[config.mk]
export PLATFORM = sky130hd
export DESIGN_NAME = excp_flat
export DESIGN_NICKNAME = d
export VERILOG_FILES = /design/src/rtl/excp_if.sv /design/src/rtl/excp.sv /design/src/flat_wrapper.sv
export SDC_FILE = /design/constraint.sdc
export NUM_CORES = 1
export LEC_CHECK = 0
export BUFFER_PORTS_ARGS = -buffer_cell sky130_fd_sc_hd__buf_2
export CAP_MARGIN = 40
export CORE_AREA = 4 4 97 99
export DETAILED_ROUTE_END_ITERATION = 16
export DIE_AREA = 0 0 101 103
export PLACE_DENSITY_LB_ADDON = 0.12
export SKIP_CTS_REPAIR_TIMING = 1
export SLEW_MARGIN = 25
export SYNTH_ARGS = -nofsm -noshare
export SYNTH_HDL_FRONTEND = slang
export SYNTH_SLANG_ARGS = --single-unit
[constraint.sdc]
create_clock -name clk -period 2.66 [get_ports clk]
set_clock_uncertainty 0.05 [all_clocks]
set_input_delay 0.133 -clock clk [delete_from_list [all_inputs] [get_ports clk]]
set_output_delay 0.133 -clock clk [all_outputs]
set_load 0.005 [all_outputs]
[src/rtl/excp_if.sv]
// EX-side event inputs, CSR values and trap/redirect outputs of the exception sequencer.
interface excp_if #(
   parameter int unsigned ADDR_W = 32
);
   logic              ex_valid_i;
   logic [ADDR_W-1:0] ex_inst_addr_i;
   logic              ex_ecall_i;
   logic              ex_ebreak_i;
   logic              ex_illegal_i;
   logic              ex_mret_i;
   logic              irq_timer_i;
   logic              irq_ext_i;
   logic [ADDR_W-1:0] csr_mstatus_i;
   logic [ADDR_W-1:0] csr_mie_i;
   logic [ADDR_W-1:0] csr_mtvec_i;
   logic [ADDR_W-1:0] csr_mepc_i;
   logic              csr_we_o;
   logic [11:0]       csr_waddr_o;
   logic [ADDR_W-1:0] csr_wdata_o;
   logic              jump_flag_o;
   logic [ADDR_W-1:0] jump_addr_o;
   logic [3:0]        excp_stallreq_o;

   modport master (
      output ex_valid_i, ex_inst_addr_i, ex_ecall_i, ex_ebreak_i, ex_illegal_i, ex_mret_i,
      output irq_timer_i, irq_ext_i, csr_mstatus_i, csr_mie_i, csr_mtvec_i, csr_mepc_i,
      input  csr_we_o, csr_waddr_o, csr_wdata_o, jump_flag_o, jump_addr_o, excp_stallreq_o
   );

   modport slave (
      input  ex_valid_i, ex_inst_addr_i, ex_ecall_i, ex_ebreak_i, ex_illegal_i, ex_mret_i,
      input  irq_timer_i, irq_ext_i, csr_mstatus_i, csr_mie_i, csr_mtvec_i, csr_mepc_i,
      output csr_we_o, csr_waddr_o, csr_wdata_o, jump_flag_o, jump_addr_o, excp_stallreq_o
   );
endinterface

[src/rtl/excp.sv]
// Exception/interrupt sequencer: trap CSR writes and PC redirect via a multi-cycle FSM.
// Machine interrupt detection is compiled in only when EXCP_IRQ_EN is defined.
module excp #(
   parameter int unsigned       ADDR_W    = 32,
   parameter logic [ADDR_W-1:0] MTVEC_RST = '0
) (
   input logic   clk,
   input logic   rst_n,
   excp_if.slave bus
);

   localparam logic [11:0] CsrMstatus = 12'h300;
   localparam logic [11:0] CsrMepc    = 12'h341;
   localparam logic [11:0] CsrMcause  = 12'h342;

   typedef enum logic [2:0] {
      StIdle, StWMepc, StWMcause, StWMstatus, StJump, StRMstatus, StJumpR
   } state_e;

   state_e            state_q;
   logic [ADDR_W-1:0] cause_q;
   logic [ADDR_W-1:0] epc_q;
   logic [3:0]        kind_q;

   logic              accept;
   logic              sync_evt;
   logic [ADDR_W-1:0] sync_cause;
   logic              irq_evt;
   logic [ADDR_W-1:0] irq_cause;
   logic              take_sync;
   logic              take_mret;
   logic              take_irq;
   logic              unused_bits;

   // Reset gates acceptance so every output reads 0 while rst_n is low.
   assign accept   = rst_n & bus.ex_valid_i & (state_q == StIdle);
   assign sync_evt = bus.ex_illegal_i | bus.ex_ecall_i | bus.ex_ebreak_i;

   always_comb begin
      sync_cause = ADDR_W'(3);
      if (bus.ex_illegal_i) begin
         sync_cause = ADDR_W'(2);
      end else if (bus.ex_ecall_i) begin
         sync_cause = ADDR_W'(11);
      end
   end

`ifdef EXCP_IRQ_EN
   logic irq_ext_take;
   logic irq_timer_take;

   assign irq_ext_take   = bus.csr_mstatus_i[3] & bus.csr_mie_i[11] & bus.irq_ext_i;
   assign irq_timer_take = bus.csr_mstatus_i[3] & bus.csr_mie_i[7] & bus.irq_timer_i;
   assign irq_evt        = irq_ext_take | irq_timer_take;
   assign irq_cause      = irq_ext_take ? {1'b1, (ADDR_W-1)'(11)} : {1'b1, (ADDR_W-1)'(7)};
`else
   assign irq_evt   = 1'b0;
   assign irq_cause = '0;
`endif

   assign unused_bits = ^{bus.csr_mie_i, bus.irq_timer_i, bus.irq_ext_i, bus.csr_mtvec_i[1:0]};

   assign take_sync = accept & sync_evt;
   assign take_mret = accept & ~sync_evt & bus.ex_mret_i;
   assign take_irq  = accept & ~sync_evt & ~bus.ex_mret_i & irq_evt;

   always_ff @(posedge clk or negedge rst_n) begin
      if (!rst_n) begin
         state_q <= StIdle;
         cause_q <= '0;
         epc_q   <= '0;
         kind_q  <= 4'b0000;
      end else begin
         case (state_q)
            StIdle: begin
               if (take_sync) begin
                  cause_q <= sync_cause;
                  epc_q   <= bus.ex_inst_addr_i;
                  kind_q  <= 4'b0100;
                  state_q <= StWMepc;
               end else if (take_mret) begin
                  kind_q  <= 4'b0010;
                  state_q <= StRMstatus;
               end else if (take_irq) begin
                  cause_q <= irq_cause;
                  epc_q   <= bus.ex_inst_addr_i + ADDR_W'(4);
                  kind_q  <= 4'b1000;
                  state_q <= StWMepc;
               end
            end
            StWMepc:    state_q <= StWMcause;
            StWMcause:  state_q <= StWMstatus;
            StWMstatus: state_q <= StJump;
            StRMstatus: state_q <= StJumpR;
            StJump, StJumpR: begin
               kind_q  <= 4'b0000;
               state_q <= StIdle;
            end
            default: begin
               kind_q  <= 4'b0000;
               state_q <= StIdle;
            end
         endcase
      end
   end

   always_comb begin
      bus.csr_we_o    = 1'b0;
      bus.csr_waddr_o = 12'h000;
      bus.csr_wdata_o = '0;
      bus.jump_flag_o = 1'b0;
      bus.jump_addr_o = '0;
      case (state_q)
         StWMepc: begin
            bus.csr_we_o    = 1'b1;
            bus.csr_waddr_o = CsrMepc;
            bus.csr_wdata_o = epc_q;
         end
         StWMcause: begin
            bus.csr_we_o    = 1'b1;
            bus.csr_waddr_o = CsrMcause;
            bus.csr_wdata_o = cause_q;
         end
         StWMstatus: begin
            bus.csr_we_o       = 1'b1;
            bus.csr_waddr_o    = CsrMstatus;
            bus.csr_wdata_o    = bus.csr_mstatus_i;
            bus.csr_wdata_o[7] = bus.csr_mstatus_i[3];
            bus.csr_wdata_o[3] = 1'b0;
         end
         StRMstatus: begin
            bus.csr_we_o       = 1'b1;
            bus.csr_waddr_o    = CsrMstatus;
            bus.csr_wdata_o    = bus.csr_mstatus_i;
            bus.csr_wdata_o[3] = bus.csr_mstatus_i[7];
            bus.csr_wdata_o[7] = 1'b1;
         end
         StJump: begin
            bus.jump_flag_o = 1'b1;
            if (bus.csr_mtvec_i[ADDR_W-1:2] == '0) begin
               bus.jump_addr_o = MTVEC_RST;
            end else begin
               bus.jump_addr_o = {bus.csr_mtvec_i[ADDR_W-1:2], 2'b00};
            end
         end
         StJumpR: begin
            bus.jump_flag_o = 1'b1;
            bus.jump_addr_o = bus.csr_mepc_i;
         end
         default: ;
      endcase
   end

   // IDLE reflects the event accepted this cycle; busy states reflect the latched one.
   always_comb begin
      if (state_q == StIdle) begin
         bus.excp_stallreq_o = {take_irq, take_sync, take_mret, accept & (sync_evt |
                                bus.ex_mret_i | irq_evt)};
      end else begin
         bus.excp_stallreq_o = kind_q | 4'b0001;
      end
   end

endmodule
[src/flat_wrapper.sv]
// flat-port wrapper written by rule: the top's interface ports become plain ports
module excp_flat 
#(
   parameter int unsigned       ADDR_W    = 32,
   parameter logic [ADDR_W-1:0] MTVEC_RST = '0
)
  (clk, rst_n, bus_ex_valid_i, bus_ex_inst_addr_i, bus_ex_ecall_i, bus_ex_ebreak_i, bus_ex_illegal_i, bus_ex_mret_i, bus_irq_timer_i, bus_irq_ext_i, bus_csr_mstatus_i, bus_csr_mie_i, bus_csr_mtvec_i, bus_csr_mepc_i, bus_csr_we_o, bus_csr_waddr_o, bus_csr_wdata_o, bus_jump_flag_o, bus_jump_addr_o, bus_excp_stallreq_o);
  excp_if #(.ADDR_W(ADDR_W)) bus_i ();
  input logic clk;
  input logic rst_n;
  input wire logic [$bits(bus_i.ex_valid_i)-1:0] bus_ex_valid_i;
  input wire logic [$bits(bus_i.ex_inst_addr_i)-1:0] bus_ex_inst_addr_i;
  input wire logic [$bits(bus_i.ex_ecall_i)-1:0] bus_ex_ecall_i;
  input wire logic [$bits(bus_i.ex_ebreak_i)-1:0] bus_ex_ebreak_i;
  input wire logic [$bits(bus_i.ex_illegal_i)-1:0] bus_ex_illegal_i;
  input wire logic [$bits(bus_i.ex_mret_i)-1:0] bus_ex_mret_i;
  input wire logic [$bits(bus_i.irq_timer_i)-1:0] bus_irq_timer_i;
  input wire logic [$bits(bus_i.irq_ext_i)-1:0] bus_irq_ext_i;
  input wire logic [$bits(bus_i.csr_mstatus_i)-1:0] bus_csr_mstatus_i;
  input wire logic [$bits(bus_i.csr_mie_i)-1:0] bus_csr_mie_i;
  input wire logic [$bits(bus_i.csr_mtvec_i)-1:0] bus_csr_mtvec_i;
  input wire logic [$bits(bus_i.csr_mepc_i)-1:0] bus_csr_mepc_i;
  output wire logic [$bits(bus_i.csr_we_o)-1:0] bus_csr_we_o;
  output wire logic [$bits(bus_i.csr_waddr_o)-1:0] bus_csr_waddr_o;
  output wire logic [$bits(bus_i.csr_wdata_o)-1:0] bus_csr_wdata_o;
  output wire logic [$bits(bus_i.jump_flag_o)-1:0] bus_jump_flag_o;
  output wire logic [$bits(bus_i.jump_addr_o)-1:0] bus_jump_addr_o;
  output wire logic [$bits(bus_i.excp_stallreq_o)-1:0] bus_excp_stallreq_o;
  assign bus_i.ex_valid_i = bus_ex_valid_i;
  assign bus_i.ex_inst_addr_i = bus_ex_inst_addr_i;
  assign bus_i.ex_ecall_i = bus_ex_ecall_i;
  assign bus_i.ex_ebreak_i = bus_ex_ebreak_i;
  assign bus_i.ex_illegal_i = bus_ex_illegal_i;
  assign bus_i.ex_mret_i = bus_ex_mret_i;
  assign bus_i.irq_timer_i = bus_irq_timer_i;
  assign bus_i.irq_ext_i = bus_irq_ext_i;
  assign bus_i.csr_mstatus_i = bus_csr_mstatus_i;
  assign bus_i.csr_mie_i = bus_csr_mie_i;
  assign bus_i.csr_mtvec_i = bus_csr_mtvec_i;
  assign bus_i.csr_mepc_i = bus_csr_mepc_i;
  assign bus_csr_we_o = bus_i.csr_we_o;
  assign bus_csr_waddr_o = bus_i.csr_waddr_o;
  assign bus_csr_wdata_o = bus_i.csr_wdata_o;
  assign bus_jump_flag_o = bus_i.jump_flag_o;
  assign bus_jump_addr_o = bus_i.jump_addr_o;
  assign bus_excp_stallreq_o = bus_i.excp_stallreq_o;
  excp #(.ADDR_W(ADDR_W), .MTVEC_RST(MTVEC_RST)) u_core (.clk(clk), .rst_n(rst_n), .bus(bus_i));
endmodule
==> impl_metrics.env <==
export IMPL_setup_violations=0
export IMPL_num_io_pins=251
export IMPL_synth_top_area_share_pct=38.28
export IMPL_rows=34
export IMPL_hp_class="in -> reg"
export IMPL_required_ps=2480
export IMPL_slew_headroom_pct=66.21
export IMPL_firstDrtPassIters=4
export IMPL_wl_met2_um=4582
export IMPL_drive_gt1_share_pct=56.30
export IMPL_drt_vias_per_instance=4.636
export IMPL_fmax_ghz=0.4673
export IMPL_critPathCaptureType="output pin"
export IMPL_power_mw=3.713
export IMPL_synth_edf_count=0
export IMPL_hold_depth=2
export IMPL_portBuffers=206
export IMPL_dp_cells=549
export IMPL_cts_max_level=2
export IMPL_core_area_um2=8551
export IMPL_grt_pass1_vias=2492
export IMPL_root_buffer="clkbuf_8"
export IMPL_rsz0062_at_grt="no"
export IMPL_placed_cell_area_um2=3704
export IMPL_antenna_found_initial=0
export IMPL_path_clk_slew_ps=80
export IMPL_synth_seq_cells=40
export IMPL_clkSinkCount=40
export IMPL_crit_path_max_fanout=28
export IMPL_fp_dieArea_um2=10400
export IMPL_crit_type="reg -> out"
export IMPL_pre_cts_ws_ps=669.5
export IMPL_final_common_cell="buf_2"
export IMPL_post_route_period_util_pct=80.45
export IMPL_grt_max_degree=40
export IMPL_gp_congestion=0.7725
export IMPL_ir_drop_uv=498.8
export IMPL_crit_arrival_ps=1960
export IMPL_diodes=0
export IMPL_wl_met3_um=840
export IMPL_fin_tns_setup_ps=0
export IMPL_cts_buffer_depth=2
export IMPL_drt_total_wl_um=8546
export IMPL_area_delta_synth_final_pct=50.48
export IMPL_wire_per_inst_um=15.05
export IMPL_p_per_area_nw_per_um2=943.6
export IMPL_synth_area_um2=2615
export IMPL_ys_warn_count=0
export IMPL_drc=0
export IMPL_worst_pin_slew_ps=506.9
export IMPL_synthArstFlopShare_pct=100.0
export IMPL_finalHoldViolations=0
export IMPL_grt_overflow=0
export IMPL_r2r_cells=4
export IMPL_synth_distinct_cells=37
export IMPL_syn_inst=248
export IMPL_initial_core_util_pct=30.58
export IMPL_grt_usage_pct=15.03
export IMPL_drt_iter0_markers=50
export IMPL_dieWidth_um=101
export IMPL_final_cell_mix="206 x buf_2, 39 x dfrtp_1, 35 x nor2_1"
export IMPL_startpoint_type="register"
export IMPL_wl_met1_um=3068
export IMPL_synth_avg_cell_area_um2=10.54
export IMPL_insertion_delay_ps=290
export IMPL_die_h_um=103
export IMPL_finalCriticalPeriod_ps=2140
export IMPL_drv_slew=0
export IMPL_dr_max_layer_used="met4"
export IMPL_grt_pass1_wl_um=12300
export IMPL_status="complete, no violations"
export IMPL_total_leakage_power_nw=2.175
export IMPL_synthTopCellsByArea="dfrtp_1 38%, mux2_2 12%, mux2i_1 12%"
export IMPL_cts_made_buffers=5
export IMPL_final_cells=568
export IMPL_cts_tree="yes"
export IMPL_ant_nets=0
export IMPL_fin_nets=628
export IMPL_synth_flop_cell="dfrtp_1"
export IMPL_yosysSeqAreaShare_pct=38.28
export IMPL_post_dp_hpwl_um=6780
export IMPL_vias=2633
export IMPL_max_cap_viol_count=0
export IMPL_yosysTopAreaCell="dfrtp_1"
export IMPL_final_area_um2=3935
export IMPL_finalWorstSetupSlack_ps=520.1
per-layer routing:
layer  global-route usage [%]  vias up
met4                    2.863        0
met5                        0        -
met2                    28.66      111
met3                    4.601        4
met1                    16.51     1214
li1                         -     1304
cell usage after synthesis, drive strengths merged (2+ instances only):
| cell | count |
|---|---|
| o21ai | 3 |
| inv | 2 |
| nand2b | 4 |
| mux2 | 34 |
| nor3 | 2 |
| nand2 | 4 |
| or2 | 2 |
| and2 | 5 |
| and3 | 3 |
| a22oi | 2 |
| a21o | 3 |
| nor2 | 37 |
| clkbuf | 8 |
| buf | 22 |
| o2bb2ai | 3 |
| dfrtp | 40 |
| o31ai | 2 |
| a22o | 28 |
| mux2i | 31 |
kinds of logic after synthesis:
group,Yosys count,synth area share (%)
flops,40,38.28
buf+inv,32,7.751
xor+xnor,1,0.3350
other cells,1,0.1434
simple gates,62,11.53
mux,65,26.51
compound gates,47,15.45
state kept, by name, summed over array words and instances (netlist names):
name	flops
u_core.epc_q	32
u_core.kind_q	2
u_core.cause_q	3
u_core.state_q	3
worst paths after layout:
check                      slack, ps                endpoint                    from
max reg2reg                      690        u_core.epc_q[12]       u_core.state_q[1]
min                                7        u_core.epc_q[30]  bus_ex_inst_addr_i[30]
min reg2reg                      420       u_core.cause_q[1]       u_core.cause_q[1]
max in group asynchronous       1620       u_core.state_q[1]                   rst_n
max                              520  bus_excp_stallreq_o[2]       u_core.state_q[1]
min in group asynchronous        180        u_core.kind_q[1]                   rst_n
per-stage QoR:
| stage | utilization, % | hold slack, ps |
|---|---|---|
| floorplan | - | -212.6 |
| global placement | 43.31 | -77.30 |
| detailed placement | 43.31 | -76.13 |
| CTS | 44.73 | -399.3 |
| global route | 46.02 | 1.872 |
| finish | 46.02 | 6.607 |
critical path: stages, from the launching register on:
cell,delay (ps)
dfrtp_2,410
or3_1,540
nor2_8,260
buf_12,220
a21o_1,100
buf_2,110
where the power goes:
| group | switching [mW] | internal [mW] |
|---|---|---|
| Combinational | 1.01 | 1.11 |
| Sequential | 0.160 | 0.904 |
| Clock | 0.224 | 0.307 |
| Total | 1.39 | 2.32 |
final cells by class:
class	instances	area [um^2]
well taps	108	135.1
clock buffers	6	82.58
repair buffers	227	1229
flip-flops and latches	40	1002
fillers	880	4616
inverters	2	7.507
clock inverters	2	38.79
multi-input cells	183	1440
Note: power is estimated with default switching activity, not from simulation.
